[src/rtl/qenc_velocity.sv]
// Quadrature-encoder velocity estimator.
// Samples a free-running position count once per programmable window and
// reports the signed modular delta, its sign, and a standstill flag derived
// from a run of consecutive zero-delta windows.
module qenc_velocity #(
    parameter int NB       = 32,
    parameter int PB       = 24,
    parameter int STOP_WIN = 4
) (
    input  logic          clk,
    input  logic          i_reset,
    input  logic          i_enable,
    input  logic [NB-1:0] i_position,
    input  logic [PB-1:0] i_period,
    output logic [NB-1:0] o_velocity,
    output logic          o_valid,
    output logic          o_dir,
    output logic          o_stopped
);

    localparam logic [1:0] IDLE = 2'b00;
    localparam logic [1:0] ARM  = 2'b01;
    localparam logic [1:0] RUN  = 2'b10;

    // Zero-window counter only needs to reach STOP_WIN, then it saturates.
    localparam int            ZW   = (STOP_WIN < 1) ? 1 : $clog2(STOP_WIN + 1);
    localparam logic [ZW-1:0] ZSAT = ZW'(STOP_WIN);

    logic [1:0]    r_state;
    logic [PB-1:0] r_cnt;
    logic [PB-1:0] r_win;
    logic [NB-1:0] r_base;
    logic [ZW-1:0] r_zcnt;

    logic [PB-1:0] w_period_eff;
    logic [NB-1:0] w_delta;
    logic          w_win_end;
    logic [ZW-1:0] w_zcnt_nxt;

    // Window length, modular delta, window-end detect and next zero-run count.
    always_comb begin
        w_period_eff = (i_period == '0) ? PB'(1) : i_period;
        // Modular subtraction handles encoder wrap in either direction.
        w_delta      = i_position - r_base;
        w_win_end    = (r_state == RUN) && (r_cnt == (r_win - PB'(1)));
        w_zcnt_nxt   = '0;
        if (w_delta == '0) begin
            w_zcnt_nxt = (r_zcnt == ZSAT) ? r_zcnt : (r_zcnt + ZW'(1));
        end
    end

    // Measurement FSM plus output registers; disable always beats a window end.
    always_ff @(posedge clk or negedge i_reset) begin
        if (!i_reset) begin
            r_state    <= IDLE;
            r_cnt      <= '0;
            r_win      <= '0;
            r_base     <= '0;
            r_zcnt     <= '0;
            o_velocity <= '0;
            o_valid    <= 1'b0;
            o_dir      <= 1'b0;
            o_stopped  <= 1'b0;
        end else begin
            o_valid <= 1'b0;
            case (r_state)
                IDLE: begin
                    if (i_enable) r_state <= ARM;
                end
                ARM, RUN: begin
                    if (!i_enable) begin
                        // Partial window is dropped; outputs return to a clean state.
                        r_state    <= IDLE;
                        r_cnt      <= '0;
                        r_zcnt     <= '0;
                        o_velocity <= '0;
                        o_dir      <= 1'b0;
                        o_stopped  <= 1'b0;
                    end else if (r_state == ARM) begin
                        r_base  <= i_position;
                        r_win   <= w_period_eff;
                        r_cnt   <= '0;
                        r_state <= RUN;
                    end else if (w_win_end) begin
                        o_velocity <= w_delta;
                        o_dir      <= w_delta[NB-1];
                        o_valid    <= 1'b1;
                        r_zcnt     <= w_zcnt_nxt;
                        o_stopped  <= (w_zcnt_nxt >= ZSAT);
                        r_base     <= i_position;
                        r_cnt      <= '0;
                        // New period only applies from the following window.
                        r_win      <= w_period_eff;
                    end else begin
                        r_cnt <= r_cnt + PB'(1);
                    end
                end
                default: r_state <= IDLE;
            endcase
        end
    end

endmodule

[config.mk]
export PLATFORM = sky130hd
export DESIGN_NAME = qenc_velocity
export DESIGN_NICKNAME = d
export VERILOG_FILES = /design/src/rtl/qenc_velocity.sv
export SDC_FILE = /design/constraint.sdc
export NUM_CORES = 1
export LEC_CHECK = 0
export BUFFER_PORTS_ARGS = -buffer_cell sky130_fd_sc_hd__buf_2
export CORE_ASPECT_RATIO = 0.75
export CORE_MARGIN = 5
export CORE_UTILIZATION = 45
export CTS_BUF_LIST = sky130_fd_sc_hd__clkbuf_8
export CTS_CLUSTER_DIAMETER = 80
export DETAILED_ROUTE_END_ITERATION = 7
export MAX_ROUTING_LAYER = met4
export PLACE_DENSITY = 0.69
export REMOVE_ABC_BUFFERS = 1
export SLEW_MARGIN = 20
export SYNTH_ARGS = -nofsm -noshare
export SYNTH_HDL_FRONTEND = slang
export SYNTH_SLANG_ARGS = --single-unit
[constraint.sdc]
create_clock -name clk -period 3.98 [get_ports clk]
set_clock_uncertainty 0.1 [all_clocks]
set_input_delay 0.597 -clock clk [delete_from_list [all_inputs] [get_ports clk]]
set_output_delay 0.597 -clock clk [all_outputs]
set_load 0.03 [all_outputs]
=== Yosys cells after proc, flatten, opt, wreduce, memory -nomap -nowiden ===
Cells that the tools add are included.
W data, S select, Z words.

* Input bits: 59
* Register bits: 120
* Word-level logic and storage cells: 61

* $add $sub $neg: 4
* Reduce and logical (&&, ||, !) cells: 9
* Magnitude comparators: 1
* Muxes and demuxes: 30
* Equal/unequal tests: 8

{| class="wikitable"
|+ Operators with widths
! operator !! count
|-
| $mux W32 || 5
|-
| $mux W24 || 6
|-
| $logic_not A32 Y1 || 1
|-
| $sub A32 B32 Y32 || 1
|-
| $add A24 B1 Y24 const B || 1
|-
| $eq A24 B24 Y1 || 1
|-
| $logic_not A24 Y1 || 1
|-
| $sub A24 B1 Y24 const B || 1
|-
| $mux W3 || 5
|-
| $mux W1 || 10
|-
| $mux W2 || 3
|-
| $reduce_and A3 Y1 || 2
|-
| $ne A2 B2 Y1 const B || 2
|-
| $pmux W2 S2 || 1
|-
| $add A3 B1 Y3 const B || 1
|-
| $eq A3 B3 Y1 const B || 1
|-
| $ge A3 B3 Y1 const B || 1
|-
| $ne A3 B3 Y1 const B || 1
|-
| $eq A2 B1 Y1 const B || 1
|-
| $eq A2 B2 Y1 const B || 1
|-
| $logic_not A2 Y1 || 1
|-
| $ne A2 B1 Y1 const B || 1
|-
| $reduce_and A2 Y1 || 1
|-
| $reduce_bool A2 Y1 || 1
|-
| other kinds (2) || 2
|}

=== Longest topological paths before layout ===
* Depth in word-level cells: 7
* Mapped depth: 14
* Mapped depth without buffers: 14

=== Worst setup path after synthesis ===
OpenSTA, ideal clock, no wires.

* Path type: input-to-reg
* Start: input i_position[5]
* End: register o_stopped
* Arrival time: 3.664 ns
* Setup slack: 0.138 ns
* Cell stages on the path: 12
* Path buffers: 1
* Cells stage by stage: ha_1 > clkbuf_1 > and3_1 > a221oi_1 > or4_1 > a31o_2 > o21ai_0 > xnor2_1 > nand2_1 > nor4b_1 > o2111ai_1 > a21oi_1

* Cells in the longest elaborated chain, start to end: 7

{| class="wikitable"
|+ Ends and longest elaborated chain
! element !! line !! RTL
|-
| start, declared || 13 || <nowiki>input logic [NB-1:0] i_position,</nowiki>
|-
| $sub A32 B32 Y32 || 44 || <nowiki>w_delta = i_position - r_base;</nowiki>
|-
| $logic_not A32 Y1 || 47 || <nowiki>if (w_delta == '0) begin</nowiki>
|-
| $mux W3 || 47 ||
|-
| $ge A3 B3 Y1 || 89 || <nowiki>o_stopped <= (w_zcnt_nxt >= ZSAT);</nowiki>
|-
| $mux W1 || 84 || <nowiki>end else if (w_win_end) begin</nowiki>
|-
| $mux W1 || 79 || <nowiki>end else if (r_state == ARM) begin</nowiki>
|-
| $mux W1 || 71 || <nowiki>if (!i_enable) begin</nowiki>
|-
| end signal, assigned || 89 ||
|-
| end, declared || 18 || <nowiki>output logic o_stopped</nowiki>
|}

Every way passes these cells. The select of a mux whose other input is x is not followed.
A chain may end at the register's enable or synchronous reset.

=== Worst setup path in the final report ===
* Start: register r_win[0]
* End: register o_stopped

* Cells in the longest elaborated chain, start to end: 5

{| class="wikitable"
|+ Ends and longest elaborated chain
! element !! line !! RTL
|-
| start, declared || 31 || <nowiki>logic [PB-1:0] r_win;</nowiki>
|-
| start signal, assigned || 81 || <nowiki>r_win <= w_period_eff;</nowiki>
|-
| start signal, assigned || 93 || <nowiki>r_win <= w_period_eff;</nowiki>
|-
| $sub A24 B1 Y24 || 45 || <nowiki>w_win_end = (r_state == RUN) && (r_cnt == (r_win - PB'(1)));</nowiki>
|-
| $eq A24 B24 Y1 || 45 ||
|-
| $logic_and A1 B1 Y1 || 45 ||
|-
| $ne A2 B1 Y1 (no line) || n/a ||
|-
| $reduce_and A3 Y1 (no line) || n/a ||
|}

Every way passes these cells.

==> flow_summary.json <==
{
  "run_status": "finished, final reports clean",
  "timing.critical_path.max_delay_family": "simple AND/OR/NAND/NOR gates",
  "initial_core_util": 0.461,
  "cp_num_buf_inv": 2,
  "final_weighted_congestion_in_routability_driven_placement": 0.977,
  "power.sequential.fraction": 0.249,
  "antenna-diode-count": 0,
  "worst_pin_slew_ns": 0.861,
  "asyncSetResetFlopFracSynth": 1.00,
  "core_area_sq_um": 17800,
  "antenna_violations_before_repair": 0,
  "detailroute.via_count": 7765,
  "detailedRoute.firstPassIterationCount": 6,
  "globalRouteMet2Util": 0.299,
  "initialDrtViolationCount": 798,
  "headroom_to_the_max_slew_limit": 0.420,
  "worst-setup-path-type": "reg -> reg",
  "area.growth.synth_to_final_pct": 18.0,
  "synth_enable_flop_cells": 0,
  "regToRegEndpoint": "o_stopped",
  "drive_above_1_share": 0.214,
  "critical_path.endpoint_type": "flip-flop",
  "cp-start-kind": "flip-flop",
  "rsz0062_at_grt": "no",
  "ff2ff_path_depth": 13,
  "average_instance_area_after_synthesis_sq_um": 8.61,
  "cts_root_buf": "clkbuf_8",
  "power_density_over_cell_area_nw_per_um2": 731,
  "gr-usage-met3": 0.0495,
  "timing.final.hold_violations": 0,
  "cts_hold_buf": 0,
  "pin_count_of_the_biggest_net_entering_global_routing": 79,
  "routedWlPerCell_microns": 17.8,
  "dpl.cell_count": 1295,
  "clk-insertion-delay-late_ns": 0.45,
  "die_height_microns": 127,
  "synthDistinctLibCells": 81,
  "finalCoreUtilization": 0.544,
  "fin_nets": 1174,
  "port_buffers": 93,
  "drv.max_cap_violation_count": 0,
  "critPathRequiredTime_ns": 4.26,
  "syn_area_sq_um": 8190,
  "clock_tree.buffer_depth": 2,
  "floorplan.die.width_microns": 166,
  "final_cell_count_no_fill": 1327,
  "netSwitchingPower_mw": 3.18,
  "worst_r2r_start": "r_win[0]",
  "synth.ff_latch_count": 118,
  "max_freq_mhz": 272,
  "setup_slack_at_placement_ns": 0.0680,
  "p_int_mw": 3.88,
  "finalSetupViolations": 0,
  "tot_gr_track_use": 0.235,
  "gr-max-usage-layer": "met1",
  "route.final.wire_length_mm": 23.6,
  "crit_path_max_fo": 6,
  "final_min_period_over_clock_period": 0.925,
  "ys_dominant_reg_cell": "dfrtp_1",
  "ioPinCount": 94,
  "cts.htree.levels": 4,
  "timing.critical_path.arrival_ns": 3.96,
  "global_route.overflow_total": 0,
  "slowest_stage": "or4_4",
  "wire_length_of_the_first_global_routing_pass_mm": 38.8,
  "power_frac_clock": 0.170,
  "grt_use_met1": 0.374,
  "slew_viol_final": 0,
  "timing.critical_path.cells": "inv_1 -> ha_1 -> or4b_4 -> or4_1 -> o311ai_1 -> o211ai_2 -> or4_4 -> nor4b_4 -> nand3_2 -> nor4_4 -> buf_4 -> o2111ai_1 -> a21oi_1",
  "synth-warning-count": 0,
  "netlist_instances": 951,
  "post-route-min-period_ns": 3.68,
  "layout_commonest_cell": "nand2_1",
  "clock_tree_from_tritoncts": "yes",
  "comb_power_share": 0.581,
  "numCtsBuffers": 17,
  "layout.filler_cells": 1707,
  "clock-sinks": 118,
  "post_drt_via_cell_ratio": 5.85,
  "first_global_vias": 7151,
  "drc_errors": 0,
  "clk_pin_slew_ns": 0.08,
  "route.antenna.remaining_nets": 0,
  "detailedPlacementHpwl_mm": 17.9,
  "switching_share": 0.451,
  "hold_class": "in -> async",
  "worst-r2r-setup-slack_ns": 0.30,
  "timing.critical_path.slowest_cell_delay_ns": 0.54,
  "worst_ir_drop_vdd_v": 0.000341,
  "p_leak_nw": 4.33,
  "fin_ws_ns": 0.300,
  "die_area_sq_um": 21000,
  "layout_common_cells": "nand2_1 (123), dfrtp_1 (118), o21ai_0 (105)",
  "placementRows": 42,
  "ys_seq_area_frac": 0.361
}
per-stage QoR:
step	setup TNS (ns)	total power [mW]	hold slack [ns]	cell area (sq um)
after global routing	0	7.60	0.113	9660
after detailed placement	0	5.77	0.359	9200
after CTS	0	7.00	0.225	9630
after global placement	0	5.72	0.346	9200
final	0	7.06	0.0632	9660
after floorplan	-112.86	4.45	0.201	8010
cell families (layout without fill, tap and decap cells):
family / Yosys count / after routing / synth area share
xor gates and xnor gates: 38 / 38 / 0.0406
AOI/OAI and AO/OA: 270 / 270 / 0.213
adders and majority gates: 42 / 42 / 0.0651
DFF: 118 / 118 / 0.361
and+or+nand+nor: 354 / 354 / 0.231
buffers and inverters: 97 / 231 / 0.0464
muxes: 32 / 32 / 0.0431
Yosys cell counts (8+ instances only):
| library cell | n | share of area |
|---|---|---|
| nand3_1 | 35 | 0.021 |
| a22o_1 | 14 | 0.015 |
| nor3_1 | 18 | 0.011 |
| xnor2_1 | 28 | 0.030 |
| o31ai_1 | 8 | 0.0073 |
| ha_1 | 41 | 0.063 |
| or4_1 | 8 | 0.0073 |
| nand2_1 | 123 | 0.056 |
| xor2_1 | 10 | 0.011 |
| o21bai_1 | 8 | 0.0073 |
| a21o_1 | 12 | 0.011 |
| nor2_1 | 38 | 0.017 |
| and2_1 | 11 | 0.0084 |
| dfrtp_1 | 118 | 0.36 |
| clkbuf_1 | 36 | 0.017 |
| o21ai_0 | 105 | 0.064 |
| or3_1 | 10 | 0.0076 |
| inv_1 | 53 | 0.024 |
| nand4_1 | 18 | 0.014 |
| a21oi_1 | 45 | 0.028 |
| mux2_2 | 26 | 0.036 |
| a31oi_1 | 12 | 0.0092 |
| and3_1 | 23 | 0.018 |
| nor4_1 | 13 | 0.0099 |
final cells by class:
| type | count | area [sq um] | share of cell area |
|---|---|---|---|
| Sequential cell | 118 | 2950 | 0.306 |
| Tap cell | 242 | 303 | 0.0313 |
| Clock inverter | 6 | 87.6 | 0.00907 |
| Inverter | 53 | 199 | 0.0206 |
| Timing Repair Buffer | 147 | 890 | 0.0921 |
| Clock buffer | 25 | 344 | 0.0356 |
| Multi-Input combinational cell | 736 | 4880 | 0.506 |
worst max-delay path by stage:
| stage | start | to | slack [ns] | cells after the start |
|---|---|---|---|---|
| 3_3_place_gp | i_position[0] | o_stopped | 0.14 | 16 |
| 5_1_grt | r_win[0] | r_base[19] | 0.11 | 13 |
| 2_1_floorplan | r_win[0] | r_base[0] | -2.10 | 10 |
| 4_1_cts | r_win[0] | o_stopped | 0.11 | 12 |
| 6_report | r_win[0] | o_stopped | 0.30 | 13 |
| 3_5_place_dp | i_position[0] | o_stopped | 0.07 | 16 |
flip-flops by register name (all words and copies together) (netlist names):
name        count
o_stopped       1
o_valid         1
o_velocity     32
r_base         32
r_cnt          24
r_state         2
r_win          24
r_zcnt          2
power by group through the flow:
stage / clock network (mW) / registers, mW / logic, mW
2_1_floorplan: 0 / 1.72 / 2.73
3_3_place_gp: 0 / 1.76 / 3.96
3_5_place_dp: 0 / 1.77 / 3.99
4_1_cts: 1.22 / 1.75 / 4.03
5_1_grt: 1.28 / 1.80 / 4.52
6_report: 1.20 / 1.76 / 4.10
what timing repair did:
action,CTS,global route
gates resized for setup,0,3
buffers inserted,0,1
setup endpoints to repair,0,3
routing by layer:
metal / vias up / wire length [microns]
met5: - / 0
met4: 0 / 234
met3: 16 / 1880
met2: 292 / 9040
met1: 3711 / 12500
li1: 3746 / -
Note: power is estimated with default switching activity, not from simulation.
